<file path="src/rtl/sdram_sample_streamer.sv">
// ---------------------------------------------------------------------------
// sdram_sample_streamer
//
// Requester-side client of the SDRAM controller Req/Ack/Busy user port.
//   Capture mode (Mode=0): ADC samples go into a small FIFO and are written
//     one at a time to consecutive SDRAM word addresses.
//   Readout mode (Mode=1): a block of words is read back one at a time and
//     presented on a valid/ready output stream.
//
// Ports
//   Clk, Reset_n                  clock, asynchronous active-low reset
//   Start, Mode, BaseAddr, Length operation request (sampled in IDLE only)
//   SampleIn, SampleValid         ADC sample input
//   SampleOut, SampleOutValid,
//   SampleOutReady                readout stream
//   Active, Done, Overflow, Err   status (Overflow/Err sticky until next Start)
//   MemReq, MemWnR, MemAddr,
//   MemWrData                     request side of the controller port
//   MemRdData, MemRdValid,
//   MemBusy, MemAck               response side of the controller port
//
// Build option
//   SDRAM_ACK_TIMEOUT_EN : when defined, a watchdog aborts a request that has
//   waited TIMEOUT_CYC cycles for MemAck (or MemRdValid in RD_WAIT), sets Err
//   and finishes the operation through DONE. When undefined there is no
//   watchdog and the block waits indefinitely.
// ---------------------------------------------------------------------------
module sdram_sample_streamer #(
    parameter int FIFO_LOG2   = 4,
    parameter int DATA_W      = 16,
    parameter int ADDR_W      = 22,
    parameter int TIMEOUT_CYC = 1024
) (
    input  logic              Clk,
    input  logic              Reset_n,
    input  logic              Start,
    input  logic              Mode,
    input  logic [ADDR_W-1:0] BaseAddr,
    input  logic [ADDR_W-1:0] Length,
    input  logic [DATA_W-1:0] SampleIn,
    input  logic              SampleValid,
    output logic [DATA_W-1:0] SampleOut,
    output logic              SampleOutValid,
    input  logic              SampleOutReady,
    output logic              Active,
    output logic              Done,
    output logic              Overflow,
    output logic              Err,
    output logic              MemReq,
    output logic              MemWnR,
    output logic [ADDR_W-1:0] MemAddr,
    output logic [DATA_W-1:0] MemWrData,
    input  logic [DATA_W-1:0] MemRdData,
    input  logic              MemRdValid,
    input  logic              MemBusy,
    input  logic              MemAck
);

    typedef enum logic [2:0] {
        ST_IDLE     = 3'd0,
        ST_CAP_WAIT = 3'd1,
        ST_CAP_REQ  = 3'd2,
        ST_RD_REQ   = 3'd3,
        ST_RD_WAIT  = 3'd4,
        ST_RD_OUT   = 3'd5,
        ST_DONE     = 3'd6
    } state_t;

    localparam int DEPTH = 1 << FIFO_LOG2;

    state_t            state_q, state_d;
    logic [ADDR_W-1:0] addr_q, addr_d;
    logic [ADDR_W-1:0] len_q, len_d;
    logic [ADDR_W-1:0] cnt_q, cnt_d;
    logic              req_q, req_d;
    logic              wnr_q, wnr_d;
    logic [ADDR_W-1:0] mem_addr_q, mem_addr_d;
    logic [DATA_W-1:0] wr_data_q, wr_data_d;
    logic [DATA_W-1:0] sout_q, sout_d;
    logic              sout_valid_q, sout_valid_d;
    logic              done_q, done_d;
    logic              ovf_q, ovf_d;
    logic              err_q, err_d;

    // Capture FIFO. The head is read combinationally so that the first
    // request can go out one cycle after the first sample lands.
    logic [DATA_W-1:0]    fifo_mem [DEPTH];
    logic [FIFO_LOG2-1:0] wr_ptr_q, rd_ptr_q;
    logic [FIFO_LOG2:0]   fifo_cnt_q;
    logic                 fifo_full, fifo_empty;
    logic                 cap_state, push, pop, flush;
    logic                 last_word;
    logic                 wd_fire;

    assign fifo_full  = (fifo_cnt_q == (FIFO_LOG2+1)'(DEPTH));
    assign fifo_empty = (fifo_cnt_q == '0);
    assign cap_state  = (state_q == ST_CAP_WAIT) || (state_q == ST_CAP_REQ);
    // A full FIFO still accepts a sample on the cycle it is popped.
    assign push       = SampleValid && cap_state && (!fifo_full || pop);
    assign last_word  = ((cnt_q + ADDR_W'(1)) == len_q);

`ifdef SDRAM_ACK_TIMEOUT_EN
    localparam int WD_W = $clog2(TIMEOUT_CYC + 1);
    logic [WD_W-1:0] wd_q, wd_d;
    logic            wd_waiting;

    assign wd_waiting = (req_q && !MemAck) || ((state_q == ST_RD_WAIT) && !MemRdValid);
    assign wd_fire    = wd_waiting && (wd_q == WD_W'(TIMEOUT_CYC - 1));
    assign wd_d       = wd_waiting ? (wd_q + WD_W'(1)) : '0;

    always_ff @(posedge Clk or negedge Reset_n) begin
        if (!Reset_n) begin
            wd_q <= '0;
        end else begin
            wd_q <= wd_d;
        end
    end
`else
    assign wd_fire = 1'b0;
    // No watchdog in this build; the range guard only keeps the parameter
    // referenced so both builds share one parameter list.
    if (TIMEOUT_CYC < 1) begin : g_timeout_range_check
    end
`endif

    // Next-state / output logic
    always_comb begin
        state_d      = state_q;
        addr_d       = addr_q;
        len_d        = len_q;
        cnt_d        = cnt_q;
        req_d        = req_q;
        wnr_d        = wnr_q;
        mem_addr_d   = mem_addr_q;
        wr_data_d    = wr_data_q;
        sout_d       = sout_q;
        sout_valid_d = sout_valid_q;
        done_d       = 1'b0;
        ovf_d        = ovf_q;
        err_d        = err_q;
        pop          = 1'b0;
        flush        = 1'b0;

        case (state_q)
            ST_IDLE: begin
                flush = 1'b1;
                if (Start) begin
                    addr_d = BaseAddr;
                    len_d  = Length;
                    cnt_d  = '0;
                    ovf_d  = 1'b0;
                    err_d  = 1'b0;
                    if (Length == '0) begin
                        done_d = 1'b1;
                    end else if (Mode) begin
                        state_d = ST_RD_REQ;
                    end else begin
                        state_d = ST_CAP_WAIT;
                    end
                end
            end
            ST_CAP_WAIT: begin
                if (!fifo_empty && !MemBusy) begin
                    req_d      = 1'b1;
                    wnr_d      = 1'b1;
                    wr_data_d  = fifo_mem[rd_ptr_q];
                    mem_addr_d = addr_q;
                    state_d    = ST_CAP_REQ;
                end
            end
            ST_CAP_REQ: begin
                if (MemAck) begin
                    req_d   = 1'b0;
                    pop     = 1'b1;
                    addr_d  = addr_q + ADDR_W'(1);
                    cnt_d   = cnt_q + ADDR_W'(1);
                    state_d = last_word ? ST_DONE : ST_CAP_WAIT;
                end
            end
            ST_RD_REQ: begin
                if (req_q) begin
                    if (MemAck) begin
                        req_d = 1'b0;
                        // Data arriving together with Ack is taken directly.
                        if (MemRdValid) begin
                            sout_d       = MemRdData;
                            sout_valid_d = 1'b1;
                            state_d      = ST_RD_OUT;
                        end else begin
                            state_d = ST_RD_WAIT;
                        end
                    end
                end else if (!MemBusy) begin
                    req_d      = 1'b1;
                    wnr_d      = 1'b0;
                    mem_addr_d = addr_q;
                end
            end
            ST_RD_WAIT: begin
                if (MemRdValid) begin
                    sout_d       = MemRdData;
                    sout_valid_d = 1'b1;
                    state_d      = ST_RD_OUT;
                end
            end
            ST_RD_OUT: begin
                if (SampleOutReady) begin
                    sout_valid_d = 1'b0;
                    addr_d       = addr_q + ADDR_W'(1);
                    cnt_d        = cnt_q + ADDR_W'(1);
                    state_d      = last_word ? ST_DONE : ST_RD_REQ;
                end
            end
            ST_DONE: begin
                flush   = 1'b1;
                state_d = ST_IDLE;
            end
            default: begin
                flush        = 1'b1;
                req_d        = 1'b0;
                sout_valid_d = 1'b0;
                err_d        = 1'b1;
                state_d      = ST_IDLE;
            end
        endcase

        // Watchdog abort wins over whatever the state wanted to do.
        if (wd_fire) begin
            err_d   = 1'b1;
            req_d   = 1'b0;
            state_d = ST_DONE;
        end

        if (SampleValid && cap_state && fifo_full && !pop) begin
            ovf_d = 1'b1;
        end

        // DONE lasts exactly one cycle, so Done is high for exactly that cycle.
        if (state_d == ST_DONE) begin
            done_d = 1'b1;
        end
    end

    always_ff @(posedge Clk or negedge Reset_n) begin
        if (!Reset_n) begin
            state_q      <= ST_IDLE;
            addr_q       <= '0;
            len_q        <= '0;
            cnt_q        <= '0;
            req_q        <= 1'b0;
            wnr_q        <= 1'b0;
            mem_addr_q   <= '0;
            wr_data_q    <= '0;
            sout_q       <= '0;
            sout_valid_q <= 1'b0;
            done_q       <= 1'b0;
            ovf_q        <= 1'b0;
            err_q        <= 1'b0;
        end else begin
            state_q      <= state_d;
            addr_q       <= addr_d;
            len_q        <= len_d;
            cnt_q        <= cnt_d;
            req_q        <= req_d;
            wnr_q        <= wnr_d;
            mem_addr_q   <= mem_addr_d;
            wr_data_q    <= wr_data_d;
            sout_q       <= sout_d;
            sout_valid_q <= sout_valid_d;
            done_q       <= done_d;
            ovf_q        <= ovf_d;
            err_q        <= err_d;
        end
    end

    // FIFO pointers; leftovers are discarded whenever the block is idle.
    always_ff @(posedge Clk or negedge Reset_n) begin
        if (!Reset_n) begin
            wr_ptr_q   <= '0;
            rd_ptr_q   <= '0;
            fifo_cnt_q <= '0;
        end else if (flush) begin
            wr_ptr_q   <= '0;
            rd_ptr_q   <= '0;
            fifo_cnt_q <= '0;
        end else begin
            if (push) begin
                wr_ptr_q <= wr_ptr_q + FIFO_LOG2'(1);
            end
            if (pop) begin
                rd_ptr_q <= rd_ptr_q + FIFO_LOG2'(1);
            end
            case ({push, pop})
                2'b10:   fifo_cnt_q <= fifo_cnt_q + (FIFO_LOG2+1)'(1);
                2'b01:   fifo_cnt_q <= fifo_cnt_q - (FIFO_LOG2+1)'(1);
                default: fifo_cnt_q <= fifo_cnt_q;
            endcase
        end
    end

    always_ff @(posedge Clk) begin
        if (push) begin
            fifo_mem[wr_ptr_q] <= SampleIn;
        end
    end

    assign SampleOut      = sout_q;
    assign SampleOutValid = sout_valid_q;
    assign Active         = (state_q != ST_IDLE);
    assign Done           = done_q;
    assign Overflow       = ovf_q;
    assign Err            = err_q;
    assign MemReq         = req_q;
    assign MemWnR         = wnr_q;
    assign MemAddr        = mem_addr_q;
    assign MemWrData      = wr_data_q;

endmodule

</file>
<file path="config.mk">
export PLATFORM = sky130hd
export DESIGN_NAME = sdram_sample_streamer
export DESIGN_NICKNAME = d
export VERILOG_FILES = /design/src/rtl/sdram_sample_streamer.sv
export SDC_FILE = /design/constraint.sdc
export NUM_CORES = 1
export LEC_CHECK = 0
export CAP_MARGIN = 20
export CORE_ASPECT_RATIO = 0.8
export CORE_MARGIN = 3
export CORE_UTILIZATION = 45
export DETAILED_ROUTE_END_ITERATION = 8
export GPL_TIMING_DRIVEN = 0
export REMOVE_ABC_BUFFERS = 1
export SLEW_MARGIN = 15
export SYNTH_ARGS = -nofsm -noshare
export SYNTH_HDL_FRONTEND = slang
export SYNTH_SLANG_ARGS = --single-unit
</file>
<file path="constraint.sdc">
create_clock -name Clk -period 7.2 [get_ports Clk]
set_input_delay 1.8 -clock Clk [delete_from_list [all_inputs] [get_ports Clk]]
set_output_delay 1.8 -clock Clk [all_outputs]
set_load 0.05 [all_outputs]
</file>
# After elaboration in Yosys (flattened, before gate mapping)
# Memory sizes are Yosys's and may differ from the RTL's. A register that Yosys moved wholly into a read port is not among the register bits.
# Cells that the tools add are included.
[classes]
addsub = 6
n_eq_ne = 22
mux = 61
bitwise = 3
reduce_logical = 34
[op_table]
columns = ["cell", "n"]
rows = [
  ["2-to-1 mux 22 bit", 9],
  ["one-hot mux 22 bit (3 select lines)", 2],
  ["2-to-1 mux 16 bit", 3],
  ["adder 22 x 1 -> 22 bit (second input constant)", 2],
  ["one-hot mux 22 bit (2 select lines)", 1],
  ["one-hot mux 16 bit (2 select lines)", 1],
  ["2-to-1 mux 3 bit", 10],
  ["2-to-1 mux 1 bit", 23],
  ["equality test 22 bit", 1],
  ["zero test 22 bit", 1],
  ["one-hot mux 3 bit (6 select lines)", 1],
  ["2-to-1 mux 4 bit", 4],
  ["inequality test 2 bit (second input constant)", 7],
  ["equality test 3 bit (second input constant)", 4],
  ["AND reduction 4 bit", 3],
  ["one-hot mux 5 bit (2 select lines)", 1],
  ["adder 4 x 1 -> 4 bit (second input constant)", 2],
  ["one-hot mux 1 bit (4 select lines)", 2],
  ["AND reduction 2 bit", 4],
  ["nonzero test 2 bit", 4],
  ["OR reduction 4 bit", 2],
  ["equality test 3 x 2 -> 1 bit (second input constant)", 2],
  ["inequality test 2 x 1 -> 1 bit (second input constant)", 3],
  ["AND reduction 3 bit", 2],
  ["19 further kinds", 32],
]
[totals]
regBits = 126
mem_bits_rw = 256
in_bits = 85
output_inout_bits = 61
wordCells = 142
n_memories = 1
[mem_list]
columns = ["name", "depth", "word_bits", "rd", "rd_ports_with_merged_regs", "wr", "line_no", "source"]
rows = [
  ["fifo_mem", 16, 16, 1, 1, 1, "87", "logic [DATA_W-1:0] fifo_mem [DEPTH];"],
]

# Logic depth before layout (Yosys ltp)
[depth]
ltp_word = 7
depth_mapped = 11
depth_no_buf = 10

# Worst setup path before layout
# OpenSTA, ideal clock, no wires.
[synth_timing]
kind = "in2reg"
startpoint = "in MemAck"
endpoint = "mem fifo_mem[4][0], enable pin"
setup_time_ns = 0.409
arrival_time_ns = 3.730
required_ns = 6.791
setup_slack_ns = 3.061
cell_stages = 4
path_buffers = 0
path_cell_list = "o311ai_0 -> a21oi_1 -> nand2_1 -> nor3_1"
[synth_via]
elab_chain_cells = 6
[synth_lines]
columns = ["item", "line_no", "source"]
rows = [
  ["start: declaration", "56", "input logic MemAck"],
  ["2-to-1 mux 1 bit", "172", "if (MemAck) begin"],
  ["2-to-1 mux 1 bit", "144", "case (state_q)"],
  ["logical OR 1 bit", "99", "assign push = SampleValid && cap_state && (!fifo_full || pop);"],
  ["logical AND 1 bit", "99", ""],
  ["2-to-1 mux 1 bit", "302", "if (push) begin"],
  ["2-to-1 mux 1 bit (not written as such)", "303", "fifo_mem[wr_ptr_q] <= SampleIn;"],
  ["end: declaration", "87", ""],
]
# Every way passes these cells.

# Final worst setup path
[layout_timing]
startpoint = "in MemAck"
endpoint = "mem fifo_mem[1][14], enable pin"
# The elaborated chain is that of the path after synthesis.

==> flow_results.xml <==
<?xml version="1.0" encoding="UTF-8"?>
<metrics>
  <group name="status">
    <metric name="run_status" unit="">completed</metric>
  </group>
  <group name="cells_and_area">
    <metric name="drive_gt1_share" unit="%">20.35</metric>
    <metric name="final.fill_count" unit="">3020</metric>
    <metric name="final_core_utilization" unit="%">55.27</metric>
    <metric name="antennaDiodeCount" unit="">0</metric>
    <metric name="syn_to_final_growth" unit="%">20.35</metric>
    <metric name="final_nets" unit="">1362</metric>
  </group>
  <group name="cts">
    <metric name="cts_root_buf" unit="">sky130_fd_sc_hd__clkbuf_16</metric>
    <metric name="cts.repair.resized" unit="">0</metric>
    <metric name="ctsHoldBuffers" unit="">0</metric>
    <metric name="clockBufferDepth" unit="">3</metric>
    <metric name="cts_post_setup_buffers_inserted" unit="">0</metric>
    <metric name="clk_pin_slew_worst_paths" unit="ns">0.06</metric>
    <metric name="numCtsBuffers" unit="">40</metric>
    <metric name="clock_latency" unit="ns">0.54</metric>
    <metric name="cts.sinks" unit="">398</metric>
    <metric name="cts_tree" unit="">built</metric>
    <metric name="clock_tree.htree_level_count" unit="">2</metric>
  </group>
  <group name="detailed_routing">
    <metric name="routed_wirelength" unit="microns">39450</metric>
    <metric name="routed_wire_length_per_instance" unit="microns">22.11</metric>
    <metric name="routed-via-count" unit="">10085</metric>
    <metric name="firstDrtPassIters" unit="">5</metric>
    <metric name="drtAntennaViolNets" unit="">0</metric>
    <metric name="drt-initial-drc-count" unit="">763</metric>
    <metric name="drt_drc_violations_left" unit="">0</metric>
    <metric name="route.detailed.vias_per_inst" unit="">5.653</metric>
  </group>
  <group name="timing">
    <metric name="period_share" unit="%">61.92</metric>
    <metric name="slew_headroom" unit="%">23.61</metric>
    <metric name="total_count_of_max_transition_violations_in_the_final_report" unit="">0</metric>
    <metric name="timing_hold_violations_final" unit="">0</metric>
    <metric name="rsz0062_at_grt" unit="">no</metric>
    <metric name="report.final.setup_viol" unit="">0</metric>
    <metric name="maxClockFrequency" unit="MHz">224.3</metric>
    <metric name="clock_skew" unit="ns">0.007922</metric>
    <metric name="final_period_minus_worst_setup_slack" unit="ns">4.458</metric>
    <metric name="max_slew.worst_pin.slew" unit="ns">1.146</metric>
  </group>
  <group name="placement">
    <metric name="detailedPlacementHpwl" unit="microns">25080</metric>
    <metric name="gpl_congestion" unit="">0.8208</metric>
    <metric name="portBuffers" unit="">145</metric>
  </group>
  <group name="setup_path">
    <metric name="setup.worst_path.start" unit="">MemAck</metric>
    <metric name="critPathBufInv" unit="">1</metric>
    <metric name="worst-endpoint-required" unit="ns">7.35</metric>
    <metric name="critical_path.cell_chain" unit="">clkdlybuf4s50_1 -&gt; o311ai_0 -&gt; a21oi_1 -&gt; nor3b_1 -&gt; and2_1</metric>
    <metric name="worst_r2r_startpoint" unit="">state_q[0]$_DFF_PN0_</metric>
    <metric name="cpPeakStageDelay" unit="ns">0.94</metric>
    <metric name="worst_path_max_delay_cell" unit="">sky130_fd_sc_hd__and2_1</metric>
    <metric name="reg2reg_slack" unit="ns">3.57</metric>
    <metric name="timing.rr.end" unit="">fifo_mem[1][14]$_DFFE_PP_</metric>
    <metric name="worst-endpoint-arrival" unit="ns">4.61</metric>
    <metric name="reg2regPathDepth" unit="">5</metric>
    <metric name="cp_top_family" unit="">simple AND/OR/NAND/NOR gates</metric>
    <metric name="critical_path.startpoint_type" unit="">input port</metric>
    <metric name="setup_cp_type" unit="">in2reg</metric>
    <metric name="cp_max_fo" unit="">16</metric>
    <metric name="worstSetupEndpointType" unit="">flip-flop</metric>
  </group>
  <group name="yosys">
    <metric name="yosys_warnings" unit="">0</metric>
    <metric name="synth_edf_count" unit="">256</metric>
    <metric name="synth_flop_cell" unit="">sky130_fd_sc_hd__edfxtp_1</metric>
    <metric name="postSynthAreaPerCell" unit="sq um">15.26</metric>
    <metric name="synth.top_cell.area_share" unit="%">44.90</metric>
    <metric name="synth_top_area_cell" unit="">sky130_fd_sc_hd__edfxtp_1</metric>
    <metric name="yosysSeqAreaShare" unit="%">65.65</metric>
    <metric name="share_of_async_settable_or_async_resettable_flops_after_synthesis" unit="%">35.68</metric>
    <metric name="yosys_register_bits" unit="">398</metric>
    <metric name="cells_taking_the_most_area_after_synthesis" unit="">sky130_fd_sc_hd__edfxtp_1 45%, sky130_fd_sc_hd__dfrtp_1 21%, sky130_fd_sc_hd__mux4_2 11%</metric>
    <metric name="synth_commonest_cells" unit="">256 x sky130_fd_sc_hd__edfxtp_1, 142 x sky130_fd_sc_hd__dfrtp_1, 80 x sky130_fd_sc_hd__mux4_2</metric>
    <metric name="post_synth_inst_count" unit="">1122</metric>
    <metric name="synthesis.area" unit="sq mm">0.01712</metric>
    <metric name="post_synth_num_cell_types" unit="">76</metric>
    <metric name="yosys.cell_count.top_type" unit="">sky130_fd_sc_hd__edfxtp_1</metric>
  </group>
  <group name="worst_hold_path">
    <metric name="hold-path-cell-count" unit="">2</metric>
    <metric name="worstHoldPathType" unit="">reg2reg</metric>
    <metric name="worst_hold_path.endpoint" unit="">MemAddr[3]$_DFFE_PN0P_</metric>
    <metric name="worstHoldStart" unit="">MemAddr[3]$_DFFE_PN0P_</metric>
  </group>
  <group name="global_route">
    <metric name="groute.usage.overall" unit="%">19.82</metric>
    <metric name="grt_max_degree" unit="">97</metric>
    <metric name="first_pass_grt_wire_length" unit="microns">62090</metric>
    <metric name="antenna_found_initial" unit="">0</metric>
    <metric name="grt-ovfl-total" unit="">0</metric>
    <metric name="first_global_vias" unit="">10397</metric>
  </group>
  <group name="floorplanning">
    <metric name="design.portCount" unit="">146</metric>
    <metric name="num_rows" unit="">63</metric>
    <metric name="core_region_area" unit="sq mm">0.03728</metric>
    <metric name="dieArea" unit="sq mm">0.04044</metric>
    <metric name="dieHeight" unit="microns">180.5</metric>
    <metric name="initial_utilization" unit="%">45.92</metric>
    <metric name="die_boundary_width" unit="microns">224.1</metric>
  </group>
  <group name="power">
    <metric name="total_power" unit="mW">7.894</metric>
    <metric name="power.leakage" unit="nW">7.192</metric>
    <metric name="ir_drop" unit="mV">0.1991</metric>
    <metric name="power.density" unit="mW/mm^2">383.1</metric>
  </group>
  <group name="flow_run">
    <metric name="cap_violations" unit="">0</metric>
  </group>
</metrics>
==> per-stage QoR <==
stage          instances  worst slack (ns)  hold slack [ns]  area (sq um)  TNS, ns
5_1_grt             1784             2.513           0.5190         20610        0
3_5_place_dp        1710             2.160           0.4813         19320        0
6_report            1784             2.742           0.4872         20610        0
2_1_floorplan       1058             3.054           0.4656         16840        0
4_1_cts             1783             2.731           0.4955         20590        0
3_3_place_gp        1690            -2.085           0.4661         18900  -293.12
==> state kept, by name, indices dropped and copies added (netlist names), 3 cells and up <==
| name | count |
|---|---|
| fifo_mem | 256 |
| cnt_q | 22 |
| rd_ptr_q | 4 |
| MemWrData | 16 |
| len_q | 22 |
| MemAddr | 22 |
| SampleOut | 16 |
| fifo_cnt_q | 5 |
| addr_q | 22 |
| wr_ptr_q | 4 |
| state_q | 3 |
==> worst max-delay path by stage <==
stage / endpoint / slack (ns) / cells after the start
2_1_floorplan: fifo_mem[4][0]$_DFFE_PP_ / 3.05 / 4
3_3_place_gp: Overflow$_DFFE_PN0P_ / -2.09 / 1
3_5_place_dp: fifo_mem[3][14]$_DFFE_PP_ / 2.16 / 5
4_1_cts: fifo_mem[3][3]$_DFFE_PP_ / 2.73 / 5
5_1_grt: fifo_mem[1][14]$_DFFE_PP_ / 2.51 / 5
6_report: fifo_mem[1][14]$_DFFE_PP_ / 2.74 / 5
==> report_power, final <==
| part | internal [mW] | leakage, nW | switching, mW |
|---|---|---|---|
| clock | 1.18 | 0.628 | 0.859 |
| sequential | 2.82 | 4.06 | 0.352 |
| combinational | 1.16 | 2.51 | 1.53 |
| total | 5.15 | 7.19 | 2.74 |
==> per-layer routing <==
layer  global-route usage, %  up-vias  routed length, microns
met4                   4.552        0                     681
met2                   30.31      211                   18320
met1                   30.44     5192                   18770
li1                        -     4629                       -
met3                   2.720       53                    1681
met5                       0        -                       0
==> worst min-delay path, cell delays in order, from the launching register on <==
cell and delay [ns]:
sky130_fd_sc_hd__dfrtp_1 0.34, sky130_fd_sc_hd__nand2_1 0.05, sky130_fd_sc_hd__o21ai_0 0.06
==> cells in the final DEF, fill, tap and decap left out, types with 7 or more instances in the layout <==
cell type / instances
sky130_fd_sc_hd__clkdlybuf4s50_1: 144
sky130_fd_sc_hd__xor2_1: 16
sky130_fd_sc_hd__a21oi_1: 53
sky130_fd_sc_hd__xnor2_1: 23
sky130_fd_sc_hd__clkbuf_16: 42
sky130_fd_sc_hd__inv_1: 20
sky130_fd_sc_hd__o31ai_1: 8
sky130_fd_sc_hd__o21ai_0: 57
sky130_fd_sc_hd__nand2b_1: 10
sky130_fd_sc_hd__edfxtp_1: 256
sky130_fd_sc_hd__nand3_1: 30
sky130_fd_sc_hd__ha_1: 10
sky130_fd_sc_hd__nor4_1: 8
sky130_fd_sc_hd__mux2_2: 70
sky130_fd_sc_hd__and2_1: 7
sky130_fd_sc_hd__mux4_2: 80
sky130_fd_sc_hd__clkbuf_1: 12
sky130_fd_sc_hd__o22ai_1: 9
sky130_fd_sc_hd__nor3_1: 9
sky130_fd_sc_hd__nor2_1: 54
sky130_fd_sc_hd__and3_1: 18
sky130_fd_sc_hd__buf_4: 7
sky130_fd_sc_hd__clkinv_2: 8
sky130_fd_sc_hd__nand2_1: 71
sky130_fd_sc_hd__dfrtp_1: 139
sky130_fd_sc_hd__nand4_1: 11
==> cell type report <==
| class | instances | area, sq um | share of cell area, % |
|---|---|---|---|
| clock buffers | 57 | 1137 | 5.519 |
| inverters | 20 | 75.07 | 0.3643 |
| multi-input cells | 640 | 5627 | 27.30 |
| well taps | 487 | 609.3 | 2.957 |
| flip-flops and latches | 398 | 11250 | 54.59 |
| clock inverters | 16 | 132.6 | 0.6436 |
| repair buffers | 166 | 1777 | 8.622 |
==> cell families (layout without fill, tap and decap cells) <==
| logic type | after synthesis | in the layout | share of synthesized area [%] |
|---|---|---|---|
| flip-flops | 398 | 398 | 65.65 |
| AND/OR/NAND/NOR | 267 | 267 | 8.155 |
| AO/OA/AOI/OAI | 170 | 170 | 5.970 |
| multiplexers | 153 | 153 | 15.30 |
| buffers and inverters | 84 | 259 | 2.083 |
| XOR/XNOR | 39 | 39 | 1.995 |
| adder cells (fa/ha/maj) | 11 | 11 | 0.8476 |
Power figures use the tool's default switching activity.
